==> src/rtl/ram_logic_pkg.sv <==
// Shared defaults and types for the ram_logic ping-pong sample buffer.
package ram_logic_pkg;

  localparam int DEF_WIDTH      = 32;
  localparam int DEF_DEPTH      = 16;
  localparam int DEF_ADDR_WIDTH = $clog2(DEF_DEPTH);

  typedef logic signed [DEF_WIDTH-1:0] sample_t;
  typedef logic [DEF_ADDR_WIDTH:0]     count_t;

endpackage

==> src/rtl/ram_logic_if.sv <==
// Producer/consumer handshake and status bundle for ram_logic.
interface ram_logic_if
  import ram_logic_pkg::*;
#(
  parameter int WIDTH      = DEF_WIDTH,
  parameter int ADDR_WIDTH = DEF_ADDR_WIDTH
);

  logic signed [WIDTH-1:0] write_data_i;
  logic                    write_valid_i;
  logic                    write_ready_o;
  logic signed [WIDTH-1:0] read_data_o;
  logic                    read_ready_i;
  logic                    read_valid_o;
  logic                    buffer_ready_o;
  logic                    buffer_overflow_o;
  logic [ADDR_WIDTH:0]     write_count_o;
  logic [ADDR_WIDTH:0]     read_count_o;

  // master: the producer/consumer side; slave: the buffer itself
  modport master (
    output write_data_i, write_valid_i, read_ready_i,
    input  write_ready_o, read_data_o, read_valid_o,
    input  buffer_ready_o, buffer_overflow_o, write_count_o, read_count_o
  );

  modport slave (
    input  write_data_i, write_valid_i, read_ready_i,
    output write_ready_o, read_data_o, read_valid_o,
    output buffer_ready_o, buffer_overflow_o, write_count_o, read_count_o
  );

endinterface

==> src/rtl/ram_logic_bank.sv <==
// One DEPTH x WIDTH register bank: synchronous write, asynchronous read.
// Latency: write visible after the edge, read is combinational; no backpressure.
module ram_logic_bank #(
  parameter int WIDTH      = 32,
  parameter int DEPTH      = 16,
  parameter int ADDR_WIDTH = $clog2(DEPTH)
) (
  input  logic                  clk,
  input  logic                  we,
  input  logic [ADDR_WIDTH-1:0] waddr,
  input  logic [WIDTH-1:0]      wdata,
  input  logic [ADDR_WIDTH-1:0] raddr,
  output logic [WIDTH-1:0]      rdata
);

  logic [WIDTH-1:0] mem [DEPTH];

  always_ff @(posedge clk) begin
    if (we) begin
      mem[waddr] <= wdata;
    end
  end

  assign rdata = mem[raddr];

endmodule

==> src/rtl/ram_logic.sv <==
// Two-bank ping-pong sample buffer; 0-cycle read latency, write lands on the next edge.
// Backpressure: write_ready_o drops while both banks are full; RAM_LOGIC_STICKY_OVF_EN makes overflow sticky.
module ram_logic
  import ram_logic_pkg::*;
#(
  parameter int WIDTH      = DEF_WIDTH,
  parameter int DEPTH      = DEF_DEPTH,
  parameter int ADDR_WIDTH = $clog2(DEPTH)
) (
  input  logic     clk_i,
  input  logic     rst_ni,
  ram_logic_if.slave bus
);

  typedef logic [ADDR_WIDTH:0] cnt_t;

  localparam cnt_t CNT_FULL = cnt_t'(DEPTH);
  localparam cnt_t CNT_LAST = cnt_t'(DEPTH - 1);
  localparam cnt_t CNT_ONE  = cnt_t'(1);

  logic             wr_bank;
  logic             rd_full;
  cnt_t             write_count;
  cnt_t             read_count;
  logic             buffer_ready;
  logic             overflow;

  logic             write_ready;
  logic             wr_acc;
  logic             rd_acc;
  logic             rd_last;
  logic             wr_will_full;
  logic             rd_will_empty;
  logic             swap;
  logic             drop;
  logic [WIDTH-1:0] bank_rdata [2];

  assign write_ready   = (write_count != CNT_FULL);
  assign wr_acc        = bus.write_valid_i && write_ready;
  assign drop          = bus.write_valid_i && !write_ready;
  assign rd_acc        = rd_full && bus.read_ready_i;
  assign rd_last       = rd_acc && (read_count == CNT_LAST);

  // Swap once the write side is (or just became) full and the read side is (or just became) empty.
  assign wr_will_full  = !write_ready || (wr_acc && (write_count == CNT_LAST));
  assign rd_will_empty = !rd_full || rd_last;
  assign swap          = wr_will_full && rd_will_empty;

  for (genvar b = 0; b < 2; b++) begin : g_bank
    ram_logic_bank #(
      .WIDTH      (WIDTH),
      .DEPTH      (DEPTH),
      .ADDR_WIDTH (ADDR_WIDTH)
    ) u_bank (
      .clk   (clk_i),
      .we    (wr_acc && (wr_bank == 1'(b))),
      .waddr (write_count[ADDR_WIDTH-1:0]),
      .wdata (bus.write_data_i),
      .raddr (read_count[ADDR_WIDTH-1:0]),
      .rdata (bank_rdata[b])
    );
  end

  always_ff @(posedge clk_i or negedge rst_ni) begin
    if (!rst_ni) begin
      wr_bank      <= 1'b0;
      rd_full      <= 1'b0;
      write_count  <= '0;
      read_count   <= '0;
      buffer_ready <= 1'b0;
    end else begin
      buffer_ready <= swap;
      if (swap) begin
        wr_bank     <= ~wr_bank;
        write_count <= '0;
        read_count  <= '0;
        rd_full     <= 1'b1;
      end else begin
        if (wr_acc) begin
          write_count <= write_count + CNT_ONE;
        end
        if (rd_last) begin
          read_count <= '0;
          rd_full    <= 1'b0;
        end else if (rd_acc) begin
          read_count <= read_count + CNT_ONE;
        end
      end
    end
  end

  always_ff @(posedge clk_i or negedge rst_ni) begin
    if (!rst_ni) begin
      overflow <= 1'b0;
    end else begin
`ifdef RAM_LOGIC_STICKY_OVF_EN
      overflow <= overflow | drop;
`else
      overflow <= drop;
`endif
    end
  end

  assign bus.write_ready_o     = write_ready;
  assign bus.read_valid_o      = rd_full;
  assign bus.read_data_o       = rd_full ? bank_rdata[~wr_bank] : '0;
  assign bus.buffer_ready_o    = buffer_ready;
  assign bus.buffer_overflow_o = overflow;
  assign bus.write_count_o     = write_count;
  assign bus.read_count_o      = read_count;

endmodule

==> src/flat_wrapper.sv <==
// flat-port wrapper written by rule: the top's interface ports become plain ports
module ram_logic_flat import ram_logic_pkg::*;
#(
  parameter int WIDTH      = DEF_WIDTH,
  parameter int DEPTH      = DEF_DEPTH,
  parameter int ADDR_WIDTH = $clog2(DEPTH)
)
  (clk_i, rst_ni, bus_write_data_i, bus_write_valid_i, bus_read_ready_i, bus_write_ready_o, bus_read_data_o, bus_read_valid_o, bus_buffer_ready_o, bus_buffer_overflow_o, bus_write_count_o, bus_read_count_o);
  ram_logic_if #(.WIDTH(WIDTH), .ADDR_WIDTH(ADDR_WIDTH)) bus_i ();
  input  logic clk_i;
  input  logic rst_ni;
  input wire logic [$bits(bus_i.write_data_i)-1:0] bus_write_data_i;
  input wire logic [$bits(bus_i.write_valid_i)-1:0] bus_write_valid_i;
  input wire logic [$bits(bus_i.read_ready_i)-1:0] bus_read_ready_i;
  output wire logic [$bits(bus_i.write_ready_o)-1:0] bus_write_ready_o;
  output wire logic [$bits(bus_i.read_data_o)-1:0] bus_read_data_o;
  output wire logic [$bits(bus_i.read_valid_o)-1:0] bus_read_valid_o;
  output wire logic [$bits(bus_i.buffer_ready_o)-1:0] bus_buffer_ready_o;
  output wire logic [$bits(bus_i.buffer_overflow_o)-1:0] bus_buffer_overflow_o;
  output wire logic [$bits(bus_i.write_count_o)-1:0] bus_write_count_o;
  output wire logic [$bits(bus_i.read_count_o)-1:0] bus_read_count_o;
  assign bus_i.write_data_i = bus_write_data_i;
  assign bus_i.write_valid_i = bus_write_valid_i;
  assign bus_i.read_ready_i = bus_read_ready_i;
  assign bus_write_ready_o = bus_i.write_ready_o;
  assign bus_read_data_o = bus_i.read_data_o;
  assign bus_read_valid_o = bus_i.read_valid_o;
  assign bus_buffer_ready_o = bus_i.buffer_ready_o;
  assign bus_buffer_overflow_o = bus_i.buffer_overflow_o;
  assign bus_write_count_o = bus_i.write_count_o;
  assign bus_read_count_o = bus_i.read_count_o;
  ram_logic #(.WIDTH(WIDTH), .DEPTH(DEPTH), .ADDR_WIDTH(ADDR_WIDTH)) u_core (.clk_i(clk_i), .rst_ni(rst_ni), .bus(bus_i));
endmodule
==> config.mk <==
export PLATFORM = sky130hd
export DESIGN_NAME = ram_logic_flat
export DESIGN_NICKNAME = d
export VERILOG_FILES = /design/src/rtl/ram_logic_pkg.sv /design/src/rtl/ram_logic_if.sv /design/src/rtl/ram_logic_bank.sv /design/src/rtl/ram_logic.sv /design/src/flat_wrapper.sv
export SDC_FILE = /design/constraint.sdc
export NUM_CORES = 1
export LEC_CHECK = 0
export CAP_MARGIN = 20
export CORE_AREA = 2 2 285 287
export DETAILED_ROUTE_END_ITERATION = 12
export DIE_AREA = 0 0 287 289
export PLACE_DENSITY = 0.66
export REMOVE_ABC_BUFFERS = 1
export SYNTH_ARGS = -nofsm -noshare
export SYNTH_HDL_FRONTEND = slang
export SYNTH_HIERARCHICAL = 1
export SYNTH_SLANG_ARGS = --single-unit
export TNS_END_PERCENT = 100
==> constraint.sdc <==
create_clock -name clk_i -period 5.2 [get_ports clk_i]
set_clock_uncertainty 0.2 [all_clocks]
set_input_delay 1.3 -clock clk_i [delete_from_list [all_inputs] [get_ports clk_i]]
set_output_delay 1.3 -clock clk_i [all_outputs]
set_load 0.02 [all_outputs]
# --- Word level (Yosys, flattened, before mapping) ---
# Memory sizes are Yosys's and may differ from the RTL's.
# Index checks and enable logic that the tools add are counted.
classes:
  div: 0
  n_reduce_logical: 15
  n_bitwise: 2
  magnitude_cmp: 1
  mux: 15
  n_addsub: 2
  shifts: 0
  n_eq_ne: 3
  multipliers: 0
op_table:
  columns: ["cell", "count"]
  rows:
  - ["$mux W32", 4]
  - ["$mux W5", 5]
  - ["$add A5 B1 Y5 const B", 2]
  - ["$eq A5 B4 Y1 const B", 2]
  - ["$logic_and A1 B1 Y1", 8]
  - ["$mux W1", 6]
  - ["$ne A5 B5 Y1 const B", 1]
  - ["$reduce_bool A2 Y1", 2]
  - ["$reduce_bool A3 Y1", 1]
  - ["$ge A2 B2 Y1 const B", 1]
  - ["$logic_not A1 Y1", 2]
  - ["$logic_or A1 B1 Y1", 2]
  - ["$not A1 Y2", 1]
  - ["$not A1 Y1", 1]
totals:
  ff_bits: 14
  latchBits: 0
  romBits: 0
  in_bits: 36
  ram_bits: 1024
  out_inout_bits: 46
  n_memories: 2
memory_table:
  columns: ["name", "depth", "width", "read_ports", "rd_clocked_by_memory_dff", "wr", "line", "source"]
  rows:
  - ["u_core.g_bank[0].u_bank.mem", 16, 32, 1, 0, 1, "ram_logic_bank.sv:16", "logic [WIDTH-1:0] mem [DEPTH];"]
  - ["u_core.g_bank[1].u_bank.mem", 16, 32, 1, 0, 1, "ram_logic_bank.sv:16", null]

# --- Depth between registers and ports, before layout ---
# Gate-level depths: netlist (run 1).
logic_depth:
  depth_word: 6
  ltp_mapped: 8

# --- By module ---
# Netlist (run 1), hierarchy kept.
modules_own_cells:
  columns: ["module", "n_inst", "cells_per_inst", "area_each_um2", "seq_area_each_um2"]
  rows:
  - ["ram_logic_bank", 2, 806, 19213.4, 15374.7]
  - ["ram_logic", 1, 151, 1262.5, 350.3]

# --- Worst setup path after synthesis (run 1) ---
# Ideal clock, no wire load.
synth_timing:
  path_kind: "input -> register"
  from: "input port bus_write_valid_i"
  to: "memory u_core.g_bank[0].u_bank.mem[0][0], enable pin"
  t_arrival_ns: 4.567
  setup_time_ns: 0.461
  cell_stages: 5
  path_slack_ns: -0.028
  path_buffers: 1
  cell_sequence: "clkbuf_1 -> nand2_1 -> nor2_1 -> or3b_2 -> nor3_1"
synth_between:
  elab_chain_cells: 4
synth_rtl:
  columns: ["item", "line", "source"]
  rows:
  - ["start: declaration", "flat_wrapper.sv:13", "input wire logic [$bits(bus_i.write_valid_i)-1:0] bus_write_valid_i;"]
  - ["$logic_and A1 B1 Y1", "ram_logic.sv:39", "assign wr_acc = bus.write_valid_i && write_ready;"]
  - ["$logic_and A1 B1 Y1", "ram_logic.sv:56", ".we (wr_acc && (wr_bank == 1'(b))),"]
  - ["$mux W1", "ram_logic_bank.sv:19", "if (we) begin"]
  - ["$mux W1 (implied by the code)", "ram_logic_bank.sv:20", "mem[waddr] <= wdata;"]
  - ["end: declaration", "ram_logic_bank.sv:16", null]
# Every way passes these cells.

==> results of run 1 <==
-- power breakdown --
part / internal (mW) / switching, mW / total [mW] / leakage, nW
combinational: 3.46 / 4.12 / 7.59 / 3.57
clock: 4.15 / 3.04 / 7.19 / 1.59
sequential: 9.67 / 0.278 / 9.94 / 9.39
total: 17.3 / 7.44 / 24.7 / 14.6
-- area by class of cell --
| class | count | area (µm²) | area share, % |
|---|---|---|---|
| timing repair buffer | 184 | 2141 | 4.633 |
| clock buffer | 123 | 2674 | 5.787 |
| tap | 1060 | 1326 | 2.870 |
| clock inverter | 63 | 590.6 | 1.278 |
| inverter | 7 | 26.28 | 0.05687 |
| multi-input combinational | 622 | 8338 | 18.05 |
| sequential | 1038 | 31110 | 67.33 |
-- layer usage --
layer  GRT usage, %  share of wire (%)  routed length (µm)
met3          4.756                8.7                8574
met5         0.7386              0.093                  92
met2          38.79                 48               47790
met4          6.914                2.7                2667
met1          34.51                 40               39670
-- worst min-delay path by stage --
stage	cells after the start	end	slack, ps	start
6_report	1	u_core/bus.read_count_o[4]	390	u_core/bus.read_count_o[4]
5_1_grt	1	u_core/bus.read_count_o[4]	410	u_core/bus.read_count_o[4]
4_1_cts	1	u_core/bus.read_count_o[4]	380	u_core/bus.read_count_o[4]
3_5_place_dp	1	u_core/bus.read_count_o[4]	360	u_core/bus.read_count_o[4]
3_3_place_gp	1	u_core/bus.read_count_o[4]	350	u_core/bus.read_count_o[4]
2_1_floorplan	1	u_core/bus.read_count_o[4]	430	u_core/bus.read_count_o[4]
-- worst max-delay path, stage by stage, from the launching register on --
cell             delay, ps
dfrtp_4                600
buf_12                 240
buf_16                 250
mux4_2                 530
a22oi_1                250
nand2_1                120
mux2i_1                190
nor2_1                  80
clkdlybuf4s50_1        570
-- layout by cell type (no fill, tap or decap), drive strengths merged, types with 4 or more instances in the layout --
cell              n
mux2i            33
dfrtp            14
ha                4
edfxtp         1024
inv               8
mux4            256
clkdlybuf4s50    80
clkbuf          123
nor3              9
nand2            77
nand3b            4
clkinv           46
bufinv           10
o21ai             7
nand2b            4
nor2b             6
a22oi           128
buf             103
clkinvlp          6
nor2             64
-- flip-flops by register name (all words and copies together), names as in the netlist --
register / flops
u_core/bus.buffer_ready_o: 1
u_core/bus.read_valid_o: 1
u_core/bus.write_count_o: 5
u_core/bus.read_count_o: 5
u_core/bus.buffer_overflow_o: 1
u_core/g_bank.u_bank/mem: 1024
u_core/wr_bank: 1
-- kinds of logic after synthesis --
logic type	count (synthesis)
buf+inv	103
flops	1038
mux	290
xor+xnor	3
fa+ha+maj	4
simple gates	179
compound gates	146
-- repair_timing --
item / CTS / global route
endpoints found under the setup margin: 8 / 9
cloned: 0 / 0
hold endpoints to repair: 0 / 0
resized for setup: 0 / 3
buffers inserted: 1 / 6
==> results.ini, run 1 <==
[clocking]
hold_buffers=0
cts_sinks=1038
htreeDepth=3
clk_pin_slew_ps=60
cts_tree=done
clk_latency_ps=650
cts_buffers=102
root_buffer=clkbuf_16
cts_max_path_buffers=3

[synthesis]
yosys-top-cells-count=1024 x edfxtp_1, 256 x mux4_2, 128 x a22oi_1
yosys.area_share.simple_pct=1.973
synth_top_family_by_area=multiplexers
synthXorXnorAreaFrac_pct=0.06620
ys_ff_latch=1038
async_flop_share_pct=1.349
ys_warn_count=6
yosys.cell_types.count=42
yosys.cell_count.top_type=edfxtp_1
synthFlopType=edfxtp_1
synth_top_area_share_pct=77.48
synthMuxAreaShare_pct=15.39
avgSynthCellArea_um2=22.51
synth_compound_area_share_pct=2.771
seq_area_frac_synth_pct=78.36
synth-adder-area-share_pct=0.1261
syn_area_um2=39690
synthTopCellsByArea=edfxtp_1 77%, mux4_2 15%, a22oi_1 2.4%
syn_inst=1763
synth_top_area_cell=edfxtp_1
synth_edf_count=1024

[place]
place.port_buffers=81
post_dp_cell_area_um2=42750
pre_cts_slack_ps=639.4
routabilityCongestion=0.7583
post-place-cells=2899
dp_hpwl_um=49970

[setup_path]
rr_startpoint=u_core/wr_bank
startpoint=u_core/bus.read_count_o[0]
cp.required_ps=3700
endpoint=bus_read_data_o[8]
r2r_cells=4
crit_path_end_kind=output port
rr_endpoint=u_core/g_bank[1].u_bank/mem[2][21]
worstPathArrival_ps=3510
r2r_slack_ps=1750
critPathKind=flop to output port
critPathLaunchType=flop
critPathMaxFanout=25

[route]
antenna_left=0
vias=19440
post_drt_wl_per_cell_um=31.90
drc_errors=0
drt_iter0_drc=2321
viasPerCell=6.276
routed_wl_um=98790
firstDrtPassIters=5

[timing]
timing.final.crit_share_pct=96.43
relSlewSlack_pct=32.28
worst_pin_slew_ps=1013
setup-violations-final=0
period_needed_ps=5014
fin_hold_ws_ps=388.1
max_freq_ghz=0.1994
setup_tns_ps=0
layout_setup_ws_ps=185.7
drv_slew=0
finalHoldViolCount=0

[run_status]
outcome=finished clean

[floorplanning]
ios=82
rows=104
fp.dieW_um=287
die_area_um2=82940
core_area_um2=79900
initial_utilization_pct=49.68
die_y_um=289

[worst_hold_path]
hold_class=flop to flop

[final_layout]
fin_area_um2=46200
drive_above_1_share_pct=27.49
antenna_cells=0
finalNonFillerCells=3097
syn_to_final_growth_pct=16.41
post-route-util_pct=57.83
fin_nets=1995
n_fill_cell=5728

[power]
leakage_nw=14.55
power_density_nw_per_um2=535.0
finalPower_mw=24.72
ir_drop_mv=0.4386

[global_route]
grt_pass1_wl_um=141200
grt_usage_pct=24.28
overflow=0
antenna_found_initial=0
first_global_vias=19700
grt_max_degree=65

[run]
maxCapViolCount=0

No activity file was read; power rests on OpenSTA's default activity.
==> run 2, diff against run 1 <==
Settings changed: PLACE_DENSITY 0.66 to unset, PLACE_DENSITY_LB_ADDON set to 0.15.
Clock period 5.2 ns to 4.39 ns, I/O delays scaled along.
==> run 2 against run 1 <==
  * Combinational power up 27%
  * Worst hold slack worse by 9.6 ps
  * Power up 23%
  * Worst setup slack worse by 73 ps
  * Non-clock buffer count up 57
  * Routed wire length up 1.2%
  * Sequential power up 18%
  * Count of clock-buffer cells in the layout up 1
  * Critical endpoint is now bus_read_data_o[22]
  * Largest power group unchanged
==> results.ini, run 2 (synthesis gave the netlist of run 1 again) <==
[run]
maxCapViolCount=0  ; unchanged

[clocking]
cts_sinks=1038  ; unchanged
htreeDepth=3  ; unchanged
hold_buffers=0  ; unchanged
clk_pin_slew_ps=60  ; about the same
root_buffer=clkbuf_16
cts_max_path_buffers=3  ; unchanged
cts_buffers=104  ; +2.0%
clk_latency_ps=660  ; about the same
cts_tree=done

[timing]
max_freq_ghz=0.2338
timing.final.crit_share_pct=97.44
relSlewSlack_pct=30.58  ; -1.7 points
worst_pin_slew_ps=1038  ; +25.53 ps
period_needed_ps=4278
setup_tns_ps=0  ; unchanged
setup-violations-final=0  ; unchanged
drv_slew=0  ; unchanged
finalHoldViolCount=0  ; unchanged
fin_hold_ws_ps=378.6  ; -9.577 ps

[floorplanning]
ios=82  ; unchanged
die_y_um=289  ; unchanged
fp.dieW_um=287  ; unchanged
rows=104  ; unchanged
initial_utilization_pct=49.68  ; unchanged
core_area_um2=79900  ; unchanged
die_area_um2=82940  ; unchanged

[route]
viasPerCell=6.219  ; -0.91%
wl_met1_um=40520  ; +2.1%
vias=19670  ; +1.2%
drc_errors=0  ; unchanged
routed_wl_um=100000  ; +1.2%
wl_met2_um=49400  ; +3.4%
firstDrtPassIters=5  ; unchanged
drt_iter0_drc=2129  ; -8.3%
antenna_left=0  ; unchanged
wl_met3_um=7172  ; -16%
highest_layer=met4
post_drt_wl_per_cell_um=31.63  ; -0.86%

[place]
routabilityCongestion=0.7642  ; +0.78%
place.port_buffers=81  ; unchanged
post-place-cells=2919  ; +0.69%
dp_hpwl_um=52680  ; +5.4%

[power]
leakage_nw=15.16  ; +4.1%
power_density_nw_per_um2=643.3  ; +20%
ir_drop_mv=0.4608  ; +5.1%

[final_layout]
fin_nets=2054  ; +3.0%
antenna_cells=0  ; unchanged
syn_to_final_growth_pct=19.19
largest-register=u_core/g_bank.u_bank/mem
layout_common_cells=1024 x edfxtp_1, 256 x mux4_2, 115 x clkbuf_16, 115 x a22oi_1, 91 x buf_4
post-route-util_pct=59.21  ; +1.4 points
largest_register_ffs=1024  ; unchanged
finalNonFillerCells=3162  ; +2.1%
drive_above_1_share_pct=32.16  ; +4.7 points
final_common_cell=edfxtp_1

[global_route]
grt_pass1_wl_um=142200  ; +0.70%
overflow=0  ; unchanged
grt_usage_pct=24.27  ; about the same
antenna_found_initial=1  ; +1
first_global_vias=20120  ; +2.1%
grt_max_degree=43  ; -34%

[setup_path]
crit_path_end_kind=output port
worstPathArrival_ps=2980  ; -530 ps
critPathLaunchType=flop
cp.required_ps=3090  ; -610 ps
critPathMaxFanout=8  ; -68%
critPathKind=flop to output port

[worst_hold_path]
hold_class=flop to flop

[run_status]
outcome=finished clean

==> run 2: cell count changes in the layout (fill, tap and decap cells not counted), moves of 10 or more <==
cell / change
a22oi_1: -13
a22oi_2: +13
buf_16: +10
buf_4: +31
clkbuf_16: +11
clkbuf_2: +14
clkdlybuf4s50_1: -31
==> run 2: per-stage QoR <==
stage | total power, mW | area, µm² | setup WS, ps
3_3_place_gp | 20.94 | 42970 | 355.7
5_1_grt | 31.58 | 47310 | -6.345
6_report | 30.43 | 47310 | 112.5
4_1_cts | 30.22 | 46730 | 0.2147
3_5_place_dp | 21.02 | 42970 | 335.0
2_1_floorplan | 17.00 | 39190 | -8194
==> run 2: final timing paths <==
kind | from | endpoint | slack, ps | cells after the start
worst min register to register | u_core/bus.read_count_o[4] | u_core/bus.read_count_o[4] | 380 | 1
worst min-delay path | u_core/bus.read_count_o[4] | u_core/bus.read_count_o[4] | 380 | 1
worst max register to register | u_core/bus.write_count_o[2] | u_core/g_bank[0].u_bank/mem[2][0] | 1230 | 6
max in group asynchronous | rst_ni | u_core/bus.read_count_o[0] | 2720 | 1
min in group asynchronous | rst_ni | u_core/bus.buffer_overflow_o | 700 | 1
worst max-delay path | u_core/bus.read_count_o[0] | bus_read_data_o[22] | 110 | 8
==> run 2: timing repair <==
item | in CTS | in global routing
pin swaps | 0 | 1
resized for setup | 69 | 61
buffers inserted | 8 | 23
setup endpoints to repair | 32 | 26
cloned | 4 | 6
==> run 2: report_power, final <==
| group | internal, mW | total, mW | switching, mW | leakage, nW |
|---|---|---|---|---|
| Sequential | 11.4 | 11.7 | 0.244 | 9.39 |
| Clock | 5.34 | 9.08 | 3.75 | 1.71 |
| Combinational | 4.44 | 9.66 | 5.21 | 4.06 |
==> run 2: routing by layer <==
layer | vias up | GRT usage (%)
li1 | 8003 | -
met1 | 10680 | 33.95
met2 | 814 | 39.80
met3 | 167 | 4.102
met4 | 0 | 7.214
met5 | - | 0
==> run 2: final cells by class <==
cell class | count | area [µm²]
sequential | 1038 | 31110
inverter | 7 | 26.28
timing repair buffer | 241 | 2880
clock inverter | 70 | 788.3
tap | 1060 | 1326
fill | 5726 | 32590
clock buffer | 124 | 2729
multi-input combinational | 622 | 8447
==> run 2: critical path: stages (launching register included) <==
cell and delay, ps:
dfrtp_4 500, buf_12 190, buf_16 160, mux4_2 500, a22oi_1 270, nand2_1 80
mux2i_1 210, nor2_1 70, dlygate4sd2_1 330
